===== src/rtl/core_ctrl_pkg.sv =====
// Shared types and constants for the RV32I run/step controller and its decoder.
package core_ctrl_pkg;

  typedef enum logic [2:0] {
    ST_IDLE = 3'd0,
    ST_RUN  = 3'd1,
    ST_STEP = 3'd2,
    ST_HALT = 3'd3,
    ST_DONE = 3'd4,
    ST_TRAP = 3'd5
  } run_state_t;

  localparam logic [6:0] OP_R    = 7'b0110011;
  localparam logic [6:0] OP_I    = 7'b0010011;
  localparam logic [6:0] OP_LW   = 7'b0000011;
  localparam logic [6:0] OP_SW   = 7'b0100011;
  localparam logic [6:0] OP_BR   = 7'b1100011;
  localparam logic [6:0] OP_JAL  = 7'b1101111;
  localparam logic [6:0] OP_JALR = 7'b1100111;

  localparam logic [3:0] ALU_AND  = 4'd0;
  localparam logic [3:0] ALU_OR   = 4'd1;
  localparam logic [3:0] ALU_ADD  = 4'd2;
  localparam logic [3:0] ALU_IDLE = 4'd3;
  localparam logic [3:0] ALU_SUB  = 4'd6;
  localparam logic [3:0] ALU_SLT  = 4'd7;
  localparam logic [3:0] ALU_NOR  = 4'd12;

  typedef struct packed {
    logic       reg_write_en;
    logic       mem_read_en;
    logic       mem_write_en;
    logic       alu_src_b;
    logic       branch_en;
    logic       zero_test_signal;
    logic       pc_write_en;
    logic       jal_active;
    logic       jalr_active;
    logic [1:0] mem_to_reg_sel;
    logic [1:0] pc_sel;
    logic [3:0] alu_op_ctrl;
  } ctrl_bundle_t;

  // SUB only exists for register-register ops; immediate forms with funct7[5] set stay ADD.
  function automatic logic [3:0] alu_from_funct(input logic [2:0] funct3,
                                                input logic funct7_b5,
                                                input logic is_reg);
    case (funct3)
      3'b000:  return (is_reg && funct7_b5) ? ALU_SUB : ALU_ADD;
      3'b010:  return ALU_SLT;
      3'b110:  return ALU_OR;
      3'b111:  return ALU_AND;
      default: return ALU_ADD;
    endcase
  endfunction

endpackage


===== src/rtl/core_run_ctrl_if.sv =====
// Datapath-facing control bus: instruction/flags in, decoded controls out.
interface core_run_ctrl_if;
  logic [31:0] instruction_out;
  logic        alu_zero_flag;
  logic        last_instr_flag_out;
  logic        reg_write_en;
  logic        mem_read_en;
  logic        mem_write_en;
  logic        alu_src_b;
  logic        branch_en;
  logic        zero_test_signal;
  logic        pc_write_en;
  logic        jal_active;
  logic        jalr_active;
  logic [1:0]  mem_to_reg_sel;
  logic [1:0]  pc_sel;
  logic [3:0]  alu_op_ctrl;

  modport master (
    input  instruction_out, alu_zero_flag, last_instr_flag_out,
    output reg_write_en, mem_read_en, mem_write_en, alu_src_b, branch_en,
           zero_test_signal, pc_write_en, jal_active, jalr_active,
           mem_to_reg_sel, pc_sel, alu_op_ctrl
  );

  modport slave (
    output instruction_out, alu_zero_flag, last_instr_flag_out,
    input  reg_write_en, mem_read_en, mem_write_en, alu_src_b, branch_en,
           zero_test_signal, pc_write_en, jal_active, jalr_active,
           mem_to_reg_sel, pc_sel, alu_op_ctrl
  );
endinterface


===== src/rtl/core_decode.sv =====
// Combinational RV32I opcode decoder: instruction -> control bundle plus illegal flag.
module core_decode
  import core_ctrl_pkg::*;
(
  input  logic [31:0]  instr,
  output ctrl_bundle_t ctrl,
  output logic         illegal
);

  logic [6:0] opcode;
  logic [2:0] funct3;
  logic       funct7_b5;

  assign opcode    = instr[6:0];
  assign funct3    = instr[14:12];
  assign funct7_b5 = instr[30];

  always_comb begin
    ctrl             = '0;
    ctrl.alu_op_ctrl = ALU_IDLE;
    ctrl.pc_write_en = 1'b1;
    illegal          = 1'b0;
    case (opcode)
      OP_R: begin
        ctrl.reg_write_en = 1'b1;
        ctrl.alu_op_ctrl  = alu_from_funct(funct3, funct7_b5, 1'b1);
      end
      OP_I: begin
        ctrl.reg_write_en = 1'b1;
        ctrl.alu_src_b    = 1'b1;
        ctrl.alu_op_ctrl  = alu_from_funct(funct3, funct7_b5, 1'b0);
      end
      OP_LW: begin
        ctrl.reg_write_en   = 1'b1;
        ctrl.mem_read_en    = 1'b1;
        ctrl.alu_src_b      = 1'b1;
        ctrl.mem_to_reg_sel = 2'b01;
        ctrl.alu_op_ctrl    = ALU_ADD;
      end
      OP_SW: begin
        ctrl.mem_write_en = 1'b1;
        ctrl.alu_src_b    = 1'b1;
        ctrl.alu_op_ctrl  = ALU_ADD;
      end
      OP_BR: begin
        ctrl.branch_en        = 1'b1;
        ctrl.pc_sel           = 2'b01;
        ctrl.zero_test_signal = (funct3 == 3'b001);
        ctrl.alu_op_ctrl      = ALU_SUB;
      end
      OP_JAL: begin
        ctrl.reg_write_en   = 1'b1;
        ctrl.jal_active     = 1'b1;
        ctrl.pc_sel         = 2'b10;
        ctrl.mem_to_reg_sel = 2'b10;
        ctrl.alu_op_ctrl    = ALU_ADD;
      end
      OP_JALR: begin
        ctrl.reg_write_en   = 1'b1;
        ctrl.jalr_active    = 1'b1;
        ctrl.alu_src_b      = 1'b1;
        ctrl.pc_sel         = 2'b10;
        ctrl.mem_to_reg_sel = 2'b10;
        ctrl.alu_op_ctrl    = ALU_ADD;
      end
      default: illegal = 1'b1;
    endcase
  end

endmodule


===== src/rtl/core_run_ctrl.sv =====
// Run/step/halt sequencer: gates decoded controls to commit cycles and counts retirements.
module core_run_ctrl
  import core_ctrl_pkg::*;
#(
  parameter int unsigned CNT_W           = 32,
  parameter bit          TRAP_ON_ILLEGAL = 1'b1
) (
  input  logic               clk,
  input  logic               rst,
  input  logic               run_req,
  input  logic               step_req,
  input  logic               halt_req,
  core_run_ctrl_if.master    dp,
  output logic [2:0]         state_o,
  output logic [CNT_W-1:0]   retired_cnt,
  output logic [CNT_W-1:0]   taken_cnt,
  output logic               trap_o
);

  run_state_t   state;
  ctrl_bundle_t dec;
  ctrl_bundle_t ctrl;
  logic         illegal;
  logic         trap_now;
  logic         commit;
  logic         taken;

  core_decode u_decode (
    .instr   (dp.instruction_out),
    .ctrl    (dec),
    .illegal (illegal)
  );

  assign trap_now = illegal && TRAP_ON_ILLEGAL;
  assign commit   = ((state == ST_RUN) || (state == ST_STEP)) &&
                    !dp.last_instr_flag_out && !trap_now;
  assign taken    = dec.jal_active || dec.jalr_active ||
                    (dec.branch_en && (dp.alu_zero_flag ^ dec.zero_test_signal));

  always_comb begin
    ctrl             = '0;
    ctrl.alu_op_ctrl = ALU_IDLE;
    if (commit) ctrl = dec;
  end

  assign dp.reg_write_en     = ctrl.reg_write_en;
  assign dp.mem_read_en      = ctrl.mem_read_en;
  assign dp.mem_write_en     = ctrl.mem_write_en;
  assign dp.alu_src_b        = ctrl.alu_src_b;
  assign dp.branch_en        = ctrl.branch_en;
  assign dp.zero_test_signal = ctrl.zero_test_signal;
  assign dp.pc_write_en      = ctrl.pc_write_en;
  assign dp.jal_active       = ctrl.jal_active;
  assign dp.jalr_active      = ctrl.jalr_active;
  assign dp.mem_to_reg_sel   = ctrl.mem_to_reg_sel;
  assign dp.pc_sel           = ctrl.pc_sel;
  assign dp.alu_op_ctrl      = ctrl.alu_op_ctrl;

  assign state_o = state;

  always_ff @(posedge clk) begin
    if (rst) begin
      state       <= ST_IDLE;
      retired_cnt <= '0;
      taken_cnt   <= '0;
      trap_o      <= 1'b0;
    end else begin
      case (state)
        ST_IDLE, ST_HALT: begin
          if (run_req)       state <= ST_RUN;
          else if (step_req) state <= ST_STEP;
        end
        ST_RUN, ST_STEP: begin
          // End-of-program outranks both trap and halt; neither commits.
          if (dp.last_instr_flag_out) begin
            state <= ST_DONE;
          end else if (trap_now) begin
            state  <= ST_TRAP;
            trap_o <= 1'b1;
          end else if (state == ST_STEP || halt_req) begin
            state <= ST_HALT;
          end
        end
        default: state <= state;
      endcase
      if (commit) begin
        retired_cnt <= retired_cnt + CNT_W'(1);
        if (taken) taken_cnt <= taken_cnt + CNT_W'(1);
      end
    end
  end

endmodule

===== src/flat_wrapper.sv =====
// flat-port wrapper written by rule: the top's interface ports become plain ports
module core_run_ctrl_flat import core_ctrl_pkg::*;
#(
  parameter int unsigned CNT_W           = 32,
  parameter bit          TRAP_ON_ILLEGAL = 1'b1
)
  (clk, rst, run_req, step_req, halt_req, state_o, retired_cnt, taken_cnt, trap_o, dp_instruction_out, dp_alu_zero_flag, dp_last_instr_flag_out, dp_reg_write_en, dp_mem_read_en, dp_mem_write_en, dp_alu_src_b, dp_branch_en, dp_zero_test_signal, dp_pc_write_en, dp_jal_active, dp_jalr_active, dp_mem_to_reg_sel, dp_pc_sel, dp_alu_op_ctrl);
  core_run_ctrl_if dp_i ();
  input  logic clk;
  input  logic rst;
  input  logic run_req;
  input  logic step_req;
  input  logic halt_req;
  output logic [2:0] state_o;
  output logic [CNT_W-1:0] retired_cnt;
  output logic [CNT_W-1:0] taken_cnt;
  output logic trap_o;
  input wire logic [$bits(dp_i.instruction_out)-1:0] dp_instruction_out;
  input wire logic [$bits(dp_i.alu_zero_flag)-1:0] dp_alu_zero_flag;
  input wire logic [$bits(dp_i.last_instr_flag_out)-1:0] dp_last_instr_flag_out;
  output wire logic [$bits(dp_i.reg_write_en)-1:0] dp_reg_write_en;
  output wire logic [$bits(dp_i.mem_read_en)-1:0] dp_mem_read_en;
  output wire logic [$bits(dp_i.mem_write_en)-1:0] dp_mem_write_en;
  output wire logic [$bits(dp_i.alu_src_b)-1:0] dp_alu_src_b;
  output wire logic [$bits(dp_i.branch_en)-1:0] dp_branch_en;
  output wire logic [$bits(dp_i.zero_test_signal)-1:0] dp_zero_test_signal;
  output wire logic [$bits(dp_i.pc_write_en)-1:0] dp_pc_write_en;
  output wire logic [$bits(dp_i.jal_active)-1:0] dp_jal_active;
  output wire logic [$bits(dp_i.jalr_active)-1:0] dp_jalr_active;
  output wire logic [$bits(dp_i.mem_to_reg_sel)-1:0] dp_mem_to_reg_sel;
  output wire logic [$bits(dp_i.pc_sel)-1:0] dp_pc_sel;
  output wire logic [$bits(dp_i.alu_op_ctrl)-1:0] dp_alu_op_ctrl;
  assign dp_i.instruction_out = dp_instruction_out;
  assign dp_i.alu_zero_flag = dp_alu_zero_flag;
  assign dp_i.last_instr_flag_out = dp_last_instr_flag_out;
  assign dp_reg_write_en = dp_i.reg_write_en;
  assign dp_mem_read_en = dp_i.mem_read_en;
  assign dp_mem_write_en = dp_i.mem_write_en;
  assign dp_alu_src_b = dp_i.alu_src_b;
  assign dp_branch_en = dp_i.branch_en;
  assign dp_zero_test_signal = dp_i.zero_test_signal;
  assign dp_pc_write_en = dp_i.pc_write_en;
  assign dp_jal_active = dp_i.jal_active;
  assign dp_jalr_active = dp_i.jalr_active;
  assign dp_mem_to_reg_sel = dp_i.mem_to_reg_sel;
  assign dp_pc_sel = dp_i.pc_sel;
  assign dp_alu_op_ctrl = dp_i.alu_op_ctrl;
  core_run_ctrl #(.CNT_W(CNT_W), .TRAP_ON_ILLEGAL(TRAP_ON_ILLEGAL)) u_core (.clk(clk), .rst(rst), .run_req(run_req), .step_req(step_req), .halt_req(halt_req), .dp(dp_i), .state_o(state_o), .retired_cnt(retired_cnt), .taken_cnt(taken_cnt), .trap_o(trap_o));
endmodule

===== config.mk =====
export PLATFORM = sky130hd
export DESIGN_NAME = core_run_ctrl_flat
export DESIGN_NICKNAME = d
export VERILOG_FILES = /design/src/rtl/core_ctrl_pkg.sv /design/src/rtl/core_run_ctrl_if.sv /design/src/rtl/core_decode.sv /design/src/rtl/core_run_ctrl.sv /design/src/flat_wrapper.sv
export SDC_FILE = /design/constraint.sdc
export NUM_CORES = 1
export LEC_CHECK = 0
export BUFFER_PORTS_ARGS = -buffer_cell sky130_fd_sc_hd__buf_2
export CAP_MARGIN = 40
export CORE_MARGIN = 2
export CORE_UTILIZATION = 50
export DETAILED_ROUTE_END_ITERATION = 12
export PLACE_DENSITY = 0.84
export SLEW_MARGIN = 5
export SYNTH_ARGS = -nofsm -noshare
export SYNTH_HDL_FRONTEND = slang
export SYNTH_SLANG_ARGS = --single-unit

===== constraint.sdc =====
create_clock -name clk -period 3.9 [get_ports clk]
set_input_delay 0.39 -clock clk [delete_from_list [all_inputs] [get_ports clk]]
set_output_delay 0.39 -clock clk [all_outputs]
set_load 0.05 [all_outputs]

== Yosys cells after proc, flatten, opt, wreduce, memory -nomap -nowiden ==
Index checks and enable logic that the tools add are counted.
Widths: inputs -> output; s select.

* Register bits: 68
* Input bits: 39
* Output and inout port bits: 85
* Word-level logic and storage cells: 66

* Add/subtract/negate cells: 2
* Equality and inequality tests: 16
* Mux-type cells: 20
* Bitwise operators: 3
* Reductions and logical operators: 21

{| class="wikitable"
|+ Operators with widths
! operator !! number
|-
| $add 32x1->32 const B || 2
|-
| $eq 7x7->1 const B || 3
|-
| $mux 3 || 6
|-
| $mux 17 || 1
|-
| $pmux 4 s4 || 1
|-
| $eq 7x6->1 const B || 2
|-
| $pmux 3 s4 || 1
|-
| $eq 3x2->1 const B || 3
|-
| $pmux 3 s3 || 1
|-
| $pmux 2 s2 || 2
|-
| $reduce_or 4->1 || 2
|-
| $eq 7x2->1 const B || 1
|-
| $eq 7x5->1 const B || 1
|-
| $reduce_or 7->1 || 1
|-
| $eq 3x1->1 const B || 2
|-
| $eq 3x3->1 const B || 2
|-
| $logic_not 3->1 || 2
|-
| $mux 1 || 6
|-
| $pmux 3 s2 || 1
|-
| $reduce_and 3->1 || 2
|-
| $reduce_or 2->1 || 3
|-
| $reduce_or 5->1 || 1
|-
| $logic_or 1x1->1 || 4
|-
| $ne 4x3->1 const B || 1
|-
| other kinds (8) || 11
|}

== Logic depth before layout (Yosys ltp) ==
* Word-level depth: 6
* Depth in mapped cells: 8

== Cells and area by module ==
Synthesis repeated with hierarchy kept, for this count alone.

* Cells, all modules: 489
* Area, all modules: 3962.6 um^2

{| class="wikitable"
|+ By module, submodules not included
! module !! instances !! cells an instance !! area an instance (um^2) !! sequential area each (um^2)
|-
| core_run_ctrl || 1 || 452 || 3742.3 || 1361.3
|-
| core_decode || 1 || 37 || 220.2 || 0.0
|}

== Least setup slack after synthesis ==
Ideal clock, no wire load.

* Path kind: reg-to-output
* Start point: register u_core.state[1] (netlist: u_core.state_o[1])
* End point: output dp_mem_to_reg_sel[0]
* Arrival: 3.396 ns
* Data required time: 3.510 ns
* Path slack: 0.114 ns
* Cell stages (with the launch flop): 9
* Cell sequence: dfxtp_1 -> buf_2 -> xnor2_1 -> nor3_2 -> nand2_1 -> inv_2 -> nand2_1 -> nor3_1 -> buf_4

* Word-level cells in the longest chain between the ends: 5
* Elaborated cells between the ends (all ways): 6
* Those cells by class: eq/ne: 2; mux: 1; reduce/logical: 3

{| class="wikitable"
|+ Ends and longest elaborated chain
! element !! RTL line !! RTL
|-
| start, declared || core_run_ctrl.sv:20 || <nowiki>run_state_t state;</nowiki>
|-
| start signal, assigned || core_run_ctrl.sv:84 || <nowiki>default: state <= state;</nowiki>
|-
| $eq 3x1->1 / $eq 3x2->1 (equally long branches) || core_run_ctrl.sv:35 || <nowiki>assign commit = ((state == ST_RUN) || (state == ST_STEP)) &&</nowiki>
|-
| $logic_or 1x1->1 (*) || core_run_ctrl.sv:35 ||
|-
| $logic_and 1x1->1 (*) || core_run_ctrl.sv:35 ||
|-
| $logic_and 1x1->1 (*) || core_run_ctrl.sv:36 || <nowiki>!dp.last_instr_flag_out && !trap_now;</nowiki>
|-
| $mux 17 (*) || core_run_ctrl.sv:43 || <nowiki>if (commit) ctrl = dec;</nowiki>
|-
| end, declared || flat_wrapper.sv:30 || <nowiki>output wire logic [$bits(dp_i.mem_to_reg_sel)-1:0] dp_mem_to_reg_sel;</nowiki>
|}

Mark *: on every way between the ends. The rest lies on a longest branch, timed or not.

== Worst setup path in the final report ==
* Start point: register u_core.state[1] (netlist: u_core.state_o[1])
* End point: output dp_mem_read_en

* Word-level cells in the longest chain between the ends: 5
* Elaborated cells between the ends (all ways): 6
* Those cells by class: eq/ne: 2; mux: 1; reduce/logical: 3

{| class="wikitable"
|+ Ends and longest elaborated chain
! element !! RTL line !! RTL
|-
| $eq 3x1->1 / $eq 3x2->1 (equally long branches) || core_run_ctrl.sv:35 ||
|-
| $logic_or 1x1->1 (*) || core_run_ctrl.sv:35 ||
|-
| $logic_and 1x1->1 (*) || core_run_ctrl.sv:35 ||
|-
| $logic_and 1x1->1 (*) || core_run_ctrl.sv:36 ||
|-
| $mux 17 (*) || core_run_ctrl.sv:43 ||
|-
| end, declared || flat_wrapper.sv:22 || <nowiki>output wire logic [$bits(dp_i.mem_read_en)-1:0] dp_mem_read_en;</nowiki>
|}

Marks and branches as above.

==> results.ini <==
[status]
status=complete, no violations

[power]
power_frac_comb=0.113
power_per_cell_area_nw_per_um2=325
swShare=0.282
internal_power_mw=1.03
p_clk_frac=0.382
leakagePower_nw=1.65
sequentialPowerShare=0.504
peakVddDrop_mv=0.264
p_switching_mw=0.403

[clocking]
cts_setup_buffers=0
cts-root-buf=clkbuf_8
clk_latency_ns=0.35
ctsHtreeMaxLevel=3
cts_resized=0
cts_tree=yes
cts_hold_buf=0
cts.reportedPaths.clkPinSlew_ns=0.07
cts_buffer_depth=2
cts.sinks=68
cts_made_buffers=9

[synth]
syn-instance-count=454
synthArstFlopShare=0
synth_edf_count=0
synthDistinctLibCells=57
ys_warn_count=0
synth_area_leaders=dfxtp_1, xnor2_1, a21oi_1, nor2_1, nand3_1
synth_top_cell_by_area=dfxtp_1
synth_nets=495
synth-seq-cells=68
synthFlopType=dfxtp_1
yosys.area.top_type_share=0.373
netlist_area_um2=3650
synth.avg_cell_area_um2=8.04
synth-seq-area-share=0.373

[cells_and_area]
finalInstanceArea_um2=4390
drive_above_1_share=0.244
n_antenna_cell=0
stdcell_count=652
final_common_cell=buf_2
areaGrowthSynthToFinish_pct=20.4
fin_nets=589
nFillCells=655
final_cell_mix=buf_2, dfxtp_1, nor2_1

[worst_setup_path]
crit_type=reg2out
worstPathArrival_ns=2.69
r2r_cells=5
worstPathRequired_ns=3.51
endpoint_kind=output port
startpoint=u_core.state_o[1]
crit_fanout=9
r2r_start=u_core.state_o[1]
cp-start-kind=flop

[place]
gp_congestion=0.848
placed_cells=636
port_buffers=101
dp_hpwl_um=7180
dp_slack_ns=1.20
place_area_um2=4200

[timing]
maxSlewViolCount=0
rsz0062_at_grt=false
relSlewSlack=0.405
hold_violations=0
setup_slack_ns=0.821
holdWs_ns=0.404
finClkSkew_ns=0.0117
fin_crit_ns=3.08
max_freq_ghz=0.325
tightestPinTransition_ns=0.892
fin_setup_tns_ns=0
finalCritPeriodShare=0.789
finalSetupViolCount=0

[grt]
grt_use_total=0.252
antenna_found_initial=0
grt_first_pass_wirelength_um=15600
grt_overflow=0
grt_max_degree=49
grt_pass1_vias=3308

[floorplanning]
initial_core_util=0.508
coreArea_um2=7180
dieWidth_um=89.4
io_pins=124
dieArea_um2=8000
die_h_um=89.4
row_count=31

[detailed_routing]
dr.first_iter.drc_count=271
vias_per_cell=5.95
totalWireLength_um=9910
routedWlPerCell_um=15.2
num_vias=3880
remaining_drc_errors=0
ant_nets=0
first_pass_iters=5

[worst_hold_path]
holdPathStages=4
min-delay-start=step_req
hp-class=in2reg

[run]
drv_cap=0

[layout make-up]
cell class / count / area, um2 / share of cell area
well taps: 99 / 124 / 0.0282
inverters: 16 / 60.1 / 0.0137
flip-flops and latches: 68 / 1360 / 0.310
multi-input cells: 350 / 2140 / 0.487
clock buffers: 12 / 165 / 0.0376
clock inverters: 4 / 22.5 / 0.00513
repair buffers: 103 / 520 / 0.119
[cells by family after synthesis]
group,Yosys count,share of synthesized area
adder cells (fa/ha/maj),2,0.00686
flip-flops,68,0.373
buffers and inverters,36,0.0408
multiplexers,4,0.0120
other,1,0.00103
AND/OR/NAND/NOR,219,0.328
AO/OA/AOI/OAI,95,0.169
XOR/XNOR,29,0.0696
[power groups by stage]
stage / Combinational [mW] / Clock, mW / Sequential, mW
2_1_floorplan: 0.0871 / 0 / 0.764
3_3_place_gp: 0.156 / 0 / 0.735
3_5_place_dp: 0.160 / 0 / 0.737
4_1_cts: 0.161 / 0.553 / 0.721
5_1_grt: 0.173 / 0.594 / 0.723
6_report: 0.162 / 0.547 / 0.721
[critical path, stage by stage, from the launching register on]
cell,delay (ns)
dfxtp_1,0.50
xnor2_1,0.18
nor3_2,0.47
nand2_1,0.28
inv_2,0.18
nand2_1,0.10
nor3_1,0.30
buf_2,0.34
[metrics by stage]
step / power [mW] / util
after global routing: 1.49 / 0.612
after detailed placement: 0.897 / 0.586
after CTS: 1.43 / 0.612
after global placement: 0.892 / 0.586
final: 1.43 / 0.612
after floorplan: 0.851 / -
[worst paths after layout]
check,slack (ns),endpoint
setup / recovery,0.82,dp_mem_read_en
hold / removal,0.40,u_core.state_o[0]
setup reg to reg,1.38,u_core.taken_cnt[22]
hold reg to reg,0.49,u_core.taken_cnt[5]
[state kept, by name (all words and copies together) (netlist names)]
name,count
u_core.retired_cnt,32
u_core.taken_cnt,32
u_core.state_o,3
u_core.trap_o,1
[cell usage after synthesis, drive strengths merged, types with 3 or more instances]
cell type,instances
a2111oi,3
a21oi,40
buf,6
inv,16
and3,9
nor3,11
o41ai,3
o21ai,23
and4,6
nand2,30
nor2,51
nand2b,3
o31ai,11
xor2,5
mux2,3
or3,16
nor4,15
or2,4
dfxtp,68
o2111ai,3
or4,9
a211oi,3
nand4b,3
xnor2,24
nor2b,3
clkbuf,14
nand4,20
or4b,3
nand3,27
[metal layers]
layer	part of all wire	up-vias	track usage
li1	-	1872	-
met1	0.44	1846	0.335
met2	0.48	143	0.388
met3	0.060	19	0.0637
met4	0.022	0	0.107
met5	0	-	0
No activity file was read; power rests on OpenSTA's default activity.
